[config.mk]
export PLATFORM = sky130hd
export DESIGN_NAME = me_bx_scheduler
export DESIGN_NICKNAME = d
export VERILOG_FILES = /design/src/rtl/me_bx_scheduler.sv
export SDC_FILE = /design/constraint.sdc
export NUM_CORES = 1
export LEC_CHECK = 0
export BUFFER_PORTS_ARGS = -buffer_cell sky130_fd_sc_hd__clkbuf_2
export CORE_MARGIN = 2
export CORE_UTILIZATION = 55
export DETAILED_ROUTE_END_ITERATION = 8
export GPL_TIMING_DRIVEN = 0
export PLACE_DENSITY = 0.79
export RECOVER_POWER = 25
export SLEW_MARGIN = 20
export SYNTH_ARGS = -nofsm -noshare
export SYNTH_HDL_FRONTEND = slang
export SYNTH_SLANG_ARGS = --single-unit
[constraint.sdc]
create_clock -name clk -period 6.3 [get_ports clk]
set_input_delay 0.63 -clock clk [delete_from_list [all_inputs] [get_ports clk]]
set_output_delay 0.63 -clock clk [all_outputs]
set_load 0.02 [all_outputs]
[src/rtl/me_bx_scheduler.sv]
`timescale 1ns/1ps
// me_bx_scheduler: per-BX launcher for the MatchEngine HLS core over ap_ctrl_hs (ap_start/ap_done).
// Latency: me_start rises the cycle after a launch decision; bx_done pulses the cycle after me_done.
// Backpressure: a slot whose previous run is still busy is dropped and counted, never queued.
//
// Ports:
//   clk, reset_n          clock and asynchronous active-low reset
//   go                    run enable level; clr clears drop_cnt/overrun/bx_mismatch
//   me_done, me_bx_out    ap_done and returned bx label from the processor
//   me_start, me_bx       ap_start and bx label driven to the processor
//   busy                  scheduler not idle
//   bx_done, bx_done_id   completion pulse and returned label
//   drop_cnt, overrun     saturating drop count and sticky drop flag
//   bx_mismatch           sticky: returned label differed from the launched one
module me_bx_scheduler #(
    parameter int         BX_PERIOD = 108,
    parameter logic [2:0] BX_INIT   = 3'd0,
    parameter int         CNT_W     = 8,
    parameter int         TIMER_W   = 8
) (
    input  logic             clk,
    input  logic             reset_n,
    input  logic             go,
    input  logic             clr,
    input  logic             me_done,
    input  logic [2:0]       me_bx_out,
    output logic             me_start,
    output logic [2:0]       me_bx,
    output logic             busy,
    output logic             bx_done,
    output logic [2:0]       bx_done_id,
    output logic [CNT_W-1:0] drop_cnt,
    output logic             overrun,
    output logic             bx_mismatch
);
    localparam logic [TIMER_W-1:0] TICK_AT = TIMER_W'(BX_PERIOD - 1);

    typedef enum logic [1:0] {
        ST_IDLE = 2'd0,
        ST_RUN  = 2'd1,
        ST_WAIT = 2'd2
    } state_t;

    state_t             state;
    state_t             state_nxt;
    logic [TIMER_W-1:0] timer;
    logic [2:0]         nxt_bx;
    logic               tick;
    logic               launch;
    logic               drop;
    logic               report;
    logic [CNT_W-1:0]   cnt_base;

    assign tick = (timer == TICK_AT);

    // ap_start is masked by ap_done so the core never sees start on its own done cycle;
    // a relaunch on the tick therefore shows a one-cycle low gap.
    assign me_start = (state == ST_RUN) && !me_done;
    assign busy     = (state != ST_IDLE);

    // clr takes effect before any same-cycle drop is added.
    assign cnt_base = clr ? '0 : drop_cnt;

    always_comb begin
        state_nxt = state;
        launch    = 1'b0;
        drop      = 1'b0;
        report    = 1'b0;
        case (state)
            ST_IDLE: begin
                if (go) begin
                    launch    = 1'b1;
                    state_nxt = ST_RUN;
                end
            end
            ST_RUN: begin
                if (me_done) begin
                    // Completion on the tick still counts as on time: relaunch, no drop.
                    report = 1'b1;
                    if (tick && go) begin
                        launch = 1'b1;
                    end else if (go) begin
                        state_nxt = ST_WAIT;
                    end else begin
                        state_nxt = ST_IDLE;
                    end
                end else if (tick && go) begin
                    drop = 1'b1;
                end
            end
            ST_WAIT: begin
                if (!go) begin
                    state_nxt = ST_IDLE;
                end else if (tick) begin
                    launch    = 1'b1;
                    state_nxt = ST_RUN;
                end
            end
            default: state_nxt = ST_IDLE;
        endcase
    end

    always_ff @(posedge clk or negedge reset_n) begin
        if (!reset_n) begin
            state       <= ST_IDLE;
            timer       <= '0;
            nxt_bx      <= BX_INIT;
            me_bx       <= 3'd0;
            bx_done     <= 1'b0;
            bx_done_id  <= 3'd0;
            drop_cnt    <= '0;
            overrun     <= 1'b0;
            bx_mismatch <= 1'b0;
        end else begin
            state <= state_nxt;

            // Slot phase is anchored at the launch from IDLE and free-runs while active.
            if (state == ST_IDLE) begin
                if (launch) begin
                    timer <= '0;
                end
            end else begin
                timer <= tick ? '0 : timer + TIMER_W'(1);
            end

            if (launch) begin
                me_bx <= nxt_bx;
            end
            // A dropped slot still consumes its label so labels stay aligned to time.
            if (launch || drop) begin
                nxt_bx <= nxt_bx + 3'd1;
            end

            bx_done <= report;
            if (report) begin
                bx_done_id <= me_bx_out;
            end

            if (drop) begin
                drop_cnt <= (&cnt_base) ? cnt_base : cnt_base + CNT_W'(1);
            end else begin
                drop_cnt <= cnt_base;
            end
            overrun     <= (overrun && !clr) || drop;
            bx_mismatch <= (bx_mismatch && !clr) || (report && (me_bx_out != me_bx));
        end
    end
endmodule

* Word-level counts from Yosys, hierarchy flattened
Cells that the tools add are included.
Storage, ports and cells: flip-flop bits (word level) 30, output and inout bits 19, logic and storage cells 58
Operators by class: add/subtract/negate cells 3, equality and inequality tests 9, multiplexer cells 23, reduce and logical (&&, ||, !) cells 14
Operators with widths (count):
- two-way mux 8 bit | 6
- adder 8 x 1 -> 8 bit (second input constant) | 2
- two-way mux 2 bit | 6
- two-way mux 1 bit | 9
- equality test 8 x 7 -> 1 bit (second input constant) | 1
- != test 2 bit (second input constant) | 4
- AND reduction 8 bit | 1
- one-hot mux 2 bit (3 select lines) | 1
- logical AND 1 bit | 5
- AND reduction 4 bit | 1
- adder 3 x 1 -> 3 bit (second input constant) | 1
- logical OR 1 bit | 3
- != test 3 bit | 1
- != test 3 bit (second input constant) | 1
- one-hot mux 1 bit (3 select lines) | 1
- equality test 2 x 1 -> 1 bit (second input constant) | 1
- equality test 2 bit (second input constant) | 1
- logical NOT 1 bit | 2
- logical NOT 2 bit | 1
- nonzero test 2 bit | 1

* Longest topological paths before layout
Gate-level depths: netlist of the first run.
depth in word-level cells 7, mapped depth 8, depth with buffers taken out 6

* Least setup slack after synthesis of the first run
Ideal clock, no wire load.
path kind input to register, start point in clr, end point reg drop_cnt[3], arrival time 2.274 ns, data required time 6.222 ns, slack 3.948 ns, stages 8, cell sequence clkbuf_1 > nor2b_1 > ha_1 > and4b_1 > and3_1 > clkbuf_1 > or4_1 > a21oi_1
Between the ends: longest elaborated chain between the ends 4, elaborated cells on any way between the ends 5, classes of those cells 1 x add/sub; 3 x mux; 1 x reduce/logical
RTL lines:
- start: declaration | line 24 | input logic clr,
- two-way mux 8 bit (*) | line 62 | assign cnt_base = clr ? '0 : drop_cnt;
- adder 8 x 1 -> 8 bit or AND reduction 8 bit (tied branches) | line 140 | drop_cnt <= (&cnt_base) ? cnt_base : cnt_base + CNT_W'(1);
- two-way mux 8 bit | line 140
- two-way mux 8 bit (*) | line 139 | if (drop) begin
- end signal: assignment | line 140
- end signal: assignment | line 142 | drop_cnt <= cnt_base;
- end: declaration | line 32 | output logic [CNT_W-1:0] drop_cnt,
Every way passes the cells marked *; elsewhere a longest branch is shown, timed or not. A chain may end at the register's enable or synchronous reset.

* Final worst setup path of the first run
Ends and elaborated chain as after synthesis.

==> results of run 1 <==
-- path summary, 6_finish.rpt --
| path | start | end | slack (ns) | depth (start not counted) |
|---|---|---|---|---|
| max | clr | drop_cnt[3] | 3.91 | 9 |
| min | nxt_bx[2] | nxt_bx[2] | 0.48 | 1 |
| max reg2reg | timer[4] | drop_cnt[3] | 4.06 | 6 |
| min reg2reg | nxt_bx[2] | nxt_bx[2] | 0.48 | 1 |
| max in group asynchronous | reset_n | timer[7] | 4.70 | 1 |
| min in group asynchronous | reset_n | state[1] | 0.69 | 1 |
-- logic make-up after synthesis --
kind of cell,synth area share
AOI/OAI and AO/OA,0.122
muxes,0.0742
buffers and inverters,0.0217
adders and majority gates,0.0250
xor gates and xnor gates,0.0525
and+or+nand+nor,0.204
DFF,0.500
-- report_power, final --
part	internal (uW)	total (uW)	switching, uW
registers	244	291	47.5
logic	88.2	195	107
clock network	76.2	138	61.9
-- final cells by class --
| type | instances | share of cell area |
|---|---|---|
| flip-flops and latches | 30 | 0.430 |
| clock buffers | 8 | 0.0452 |
| inverters | 4 | 0.00860 |
| plain buffers | 4 | 0.0100 |
| well taps | 30 | 0.0215 |
| repair buffers | 26 | 0.0738 |
| multi-input cells | 101 | 0.411 |
-- placed cells by master, fill, tap and decap left out, drive strengths merged, types with 3 or more instances in the layout --
| cell | n |
|---|---|
| clkbuf | 36 |
| dfrtp | 30 |
| mux2 | 9 |
| nand3 | 8 |
| nor2b | 7 |
| nand2 | 7 |
| xnor2 | 7 |
| a21oi | 5 |
| nor2 | 4 |
| inv | 4 |
| nand4 | 4 |
| and3 | 4 |
| o31ai | 4 |
| a22o | 4 |
| o21ai | 4 |
| or3 | 3 |
| nor3 | 3 |
| nand2b | 3 |
| ha | 3 |
-- per-stage QoR --
stage / instance area [um^2] / utilization / total power, uW
final: 1750 / 0.692 / 625
after detailed placement: 1670 / 0.661 / 492
after global routing: 1750 / 0.692 / 667
after CTS: 1750 / 0.692 / 631
after floorplan: 1500 / - / 428
after global placement: 1670 / 0.661 / 479
-- routing by layer --
layer | vias up | global-route usage | part of all wire
li1 | 584 | - | -
met1 | 574 | 0.257 | 0.46
met2 | 27 | 0.334 | 0.49
met3 | 6 | 0.0488 | 0.038
met4 | 0 | 0.0816 | 0.018
met5 | - | 0 | 0
-- flip-flops by register name, summed over array words and instances, names as in the netlist --
| name | flops |
|---|---|
| bx_mismatch | 1 |
| drop_cnt | 8 |
| overrun | 1 |
| bx_done | 1 |
| nxt_bx | 3 |
| me_bx | 3 |
| bx_done_id | 3 |
| timer | 8 |
| state | 2 |
-- worst max-delay path, cell delays in order --
cell and delay [ns]:
clkbuf_2 0.08, clkbuf_1 0.34, nor2b_1 0.13, ha_1 0.25
and4b_1 0.24, and3_1 0.17, clkbuf_1 0.15, or4_1 0.48
a21oi_1 0.16
==> reports/qor.yml, run 1 <==
run:
  cap_violations: 1
run_status:
  run_status: "finished with violations"
  violations: "max-capacitance violations, max-slew violations"
routing:
  dr.pass1.iters: 4
  wl_per_cell_um: 14.5
  vias: 1191
  drc: 0
  drt_iter0_markers: 66
  wl_mm: 2.94
  drtAntennaViolNets: 0
  vias_per_cell: 5.87
placed_design:
  place_ws_ns: 3.61
  dpl.cell_count: 195
  port_buffers: 26
  hpwl_mm: 2.16
  gp_congestion: 0.871
global_routing:
  track_usage: 0.204
  grt_max_degree: 31
  grt_pass1_vias: 1143
  gr-total-overflow: 0
  grt_pass1_wl_mm: 5.06
  antenna_found_initial: 0
floorplanning:
  die_x_um: 56.2
  rows: 18
  core_area_mm2: 0.00252
  ios: 27
  start_util: 0.595
  die_area_mm2: 0.00316
  die_h_um: 56.2
layout:
  multiInputGateArea_um2: 717
  diodes: 0
  layout-drive-gt1-share: 0.260
  regArea_um2: 751
  nFillCells: 202
  layoutNonFillerInstCount: 203
  final_nets: 183
  syn_to_final_growth_pct: 16.3
timing:
  finalHoldViolations: 0
  relSlewSlack: -0.0447
  whs_ns: 0.477
  slew_violations: 31
  layout_worst_path_cycle_share: 0.379
  grt_setup_unrepaired: "no"
  tightest_slew_ns: 1.57
  fmax_ghz: 0.419
  setup-tns-final_ns: 0
  finalWorstSetupSlack_ns: 3.91
  clock_skew_ns: 0.00599
  fin_crit_ns: 2.39
  finalSetupViolations: 0
logic_synthesis:
  synth.cell_area_mm2: 0.00150
  yosysMostFrequentCell: "dfrtp_1"
  yosysUniqueCellTypes: 37
  async_flop_share: 1.00
  avgSynthCellArea_um2: 10.8
  ys_seq_area_frac: 0.500
  ys_top_cells_by_count: "dfrtp_1 (30), mux2_2 (9), nand3_1 (8)"
  ys.flop_type: "dfrtp_1"
  synthCells: 139
  synth_edf_count: 0
  syn_nets: 150
  ys_warn_count: 0
  synth_top_area_frac: 0.500
  yosysTopAreaCell: "dfrtp_1"
  synth.area.top_cells: "dfrtp_1 (50%), mux2_2 (6.8%), xnor2_1 (4.1%)"
  synth_seq_cells: 30
clock_tree:
  post_cts_resize_count: 0
  clkLatencyLatePin_ns: 0.31
  htreeDepth: 2
  clock_tree.root_cell: "clkbuf_4"
  cts_buffer_depth: 2
  cts_setup_buffers: 0
  hold_buffers: 0
  path_clk_slew_ns: 0.09
  cts_tree: "built"
  cts-buffers-inserted: 5
  clkSinkCount: 30
critical_path:
  start_kind: "input pin"
  crit_type: "in -> reg"
  crit_fanout: 10
  worstSetupEndpointType: "register"
  crit_arrival_ns: 2.63
  required_ns: 6.54
power:
  p_leak_uw: 0.000837
  vdd_drop_max_v: 0.000327
  cellPowerDensity_mw_per_mm2: 358
hold_path:
  hold_path_class: "reg -> reg"
Note: power is estimated with default switching activity, not from simulation.
==> run 2: changes to the inputs <==
--- a/config.mk
+++ b/config.mk
@@ -7,10 +7,10 @@
 export LEC_CHECK = 0
 export BUFFER_PORTS_ARGS = -buffer_cell sky130_fd_sc_hd__clkbuf_2
 export CORE_MARGIN = 2
-export CORE_UTILIZATION = 55
+export CORE_UTILIZATION = 54
 export DETAILED_ROUTE_END_ITERATION = 8
 export GPL_TIMING_DRIVEN = 0
-export PLACE_DENSITY = 0.79
+export PLACE_DENSITY = 0.78
 export RECOVER_POWER = 25
 export SLEW_MARGIN = 20
 export SYNTH_ARGS = -nofsm -noshare
==> constraint.sdc (replaced) <==
create_clock -name clk -period 2.3 [get_ports clk]
set_input_delay 0.23 -clock clk [delete_from_list [all_inputs] [get_ports clk]]
set_output_delay 0.23 -clock clk [all_outputs]
set_load 0.02 [all_outputs]
==> reports/qor.yml, run 2 (synthesis gave the netlist of run 1 again) <==
clock_tree:
  clkLatencyLatePin_ns: 0.34  # +0.03 ns
  clkSinkCount: 30  # unchanged
  path_clk_slew_ns: 0.10  # about the same
  htreeDepth: 2  # unchanged
  cts_buffer_depth: 2  # unchanged
  cts_tree: "built"
  clock_tree.root_cell: "clkbuf_4"
  cts-buffers-inserted: 5  # unchanged
power:
  p_seq_frac: 0.468  # +0.002
  p_int_uw: 1080  # +160%
  p_switching_uw: 617  # +190%
  vdd_drop_max_v: 0.000774  # +140%
  clkPwrFrac: 0.196  # -0.025
  switching_share: 0.364  # +0.0174
  p_leak_uw: 0.000845  # +0.98%
  cellPowerDensity_mw_per_mm2: 963  # +170%
  p_comb_frac: 0.337  # +0.024
timing:
  finalSetupViolations: 0  # unchanged
  slew_violations: 31  # unchanged
  setup-tns-final_ns: 0  # unchanged
  tightest_slew_ns: 1.56  # -0.0110 ns
  layout_worst_path_cycle_share: 0.967
  finalHoldViolations: 0  # unchanged
  fin_crit_ns: 2.22
  fmax_ghz: 0.450
  whs_ns: 0.163  # -0.314 ns
  relSlewSlack: -0.0374  # +0.00733
  clock_skew_ns: 0.0132  # +0.00718 ns
critical_path:
  required_ns: 2.56  # -3.98 ns
  crit_fanout: 8  # -2
  path_cells: "or3_1 > buf_2 > or3_1 > buf_2 > or4_1 > a21oi_1"
  crit_family: "simple AND/OR/NAND/NOR gates"
  crit_arrival_ns: 2.49  # -0.14 ns
  slowest_stage: "or4_1"
  worst-path-buf-inv: 2  # -1
  max_stage_delay_ns: 0.51  # +0.03 ns
  start_kind: "register"
  worstSetupEndpointType: "register"
  crit_type: "reg -> reg"
placed_design:
  port_buffers: 26  # unchanged
  gp_congestion: 0.854  # -2.0%
  hpwl_mm: 2.17  # +0.43%
floorplanning:
  die_x_um: 56.7  # +0.85%
  ios: 27  # unchanged
  die_area_mm2: 0.00322  # +1.7%
  start_util: 0.558  # -0.0363
  rows: 19  # +1
  core_area_mm2: 0.00269  # +6.5%
  die_h_um: 56.7  # +0.85%
layout:
  nFillCells: 212  # +5.0%
  syn_to_final_growth_pct: 17.4
  diodes: 0  # unchanged
  regArea_um2: 752  # +0.17%
  final_nets: 187  # +2.2%
  reg_top3: "drop_cnt x8, timer x8"
  layout-drive-gt1-share: 0.271  # +0.0111
  final_common_cell: "dfrtp_1"
  layout_common_cells: "dfrtp_1 (29), clkbuf_2 (25), mux2_2 (9)"
  multiInputGateArea_um2: 717  # unchanged
global_routing:
  antenna_found_initial: 0  # unchanged
  gr-total-overflow: 0  # unchanged
  grt_max_degree: 31  # unchanged
  track_usage: 0.221  # +0.0177
  grt_pass1_vias: 1191  # +4.2%
  grt_pass1_wl_mm: 5.46  # +7.9%
routing:
  wl_mm: 3.14  # +7.0%
  vias_per_cell: 5.82  # -0.85%
  vias: 1210  # +1.6%
  wl_per_cell_um: 15.1  # +4.4%
  drc: 0  # unchanged
  dr.pass1.iters: 4  # unchanged
  drt_iter0_markers: 45  # -32%
  drtAntennaViolNets: 0  # unchanged
run_status:
  run_status: "finished with violations"
  violations: "max-capacitance violations, max-slew violations"
hold_path:
  hold_path_class: "in -> reg"
run:
  cap_violations: 1  # unchanged
## run 2: worst paths after layout
| path | from | end | slack, ns | cells after the start |
|---|---|---|---|---|
| min | me_bx_out[2] | bx_done_id[2] | 0.16 | 2 |
| min reg2reg | nxt_bx[2] | nxt_bx[2] | 0.49 | 1 |
| max | timer[4] | drop_cnt[3] | 0.08 | 6 |
| max in group asynchronous | reset_n | timer[4] | 0.49 | 2 |
| min in group asynchronous | reset_n | bx_done | 0.80 | 2 |
| max reg2reg | timer[4] | drop_cnt[3] | 0.08 | 6 |
## run 2: what timing repair did
action | 4_1_cts | 5_1_grt
resized for setup | 0 | 1
hold buffers | 1 | 0
hold endpoints to repair | 30 | 0
setup buffers | 0 | 3
endpoints found under the setup margin | 0 | 1
## run 2: layout make-up
| class | count | share of cell area |
|---|---|---|
| clock buffer | 7 | 0.0312 |
| buffer | 4 | 0.00994 |
| clock inverter | 1 | 0.00284 |
| timing repair buffer | 30 | 0.0916 |
| tap | 31 | 0.0220 |
| sequential | 30 | 0.427 |
| inverter | 4 | 0.00852 |
| multi-input combinational | 101 | 0.407 |
## run 2: power by group through the flow
stage               clock network, uW  logic [uW]  registers, uW
global placement                    0         518            797
floorplan                           0         313            858
finish                            332         571            793
detailed placement                  0         538            805
global route                      369         638            817
CTS                               340         544            796
## run 2: metrics by stage
stage	util	power [uW]	area (um^2)	cells	setup WS [ns]
2_1_floorplan	-	1170	1500	139	0.206
3_3_place_gp	0.621	1310	1670	196	0.0828
3_5_place_dp	0.621	1340	1670	196	-0.0317
4_1_cts	0.647	1680	1740	205	0.0457
5_1_grt	0.656	1820	1760	208	-0.00184
6_report	0.656	1700	1760	208	0.0765
## run 2: layer usage
layer	track usage	vias to the layer above	part of all wire
met3	0.0760	2	0.058
met2	0.347	36	0.51
li1	-	588	-
met4	0.0748	0	0.0041
met1	0.286	584	0.43
met5	0	-	0
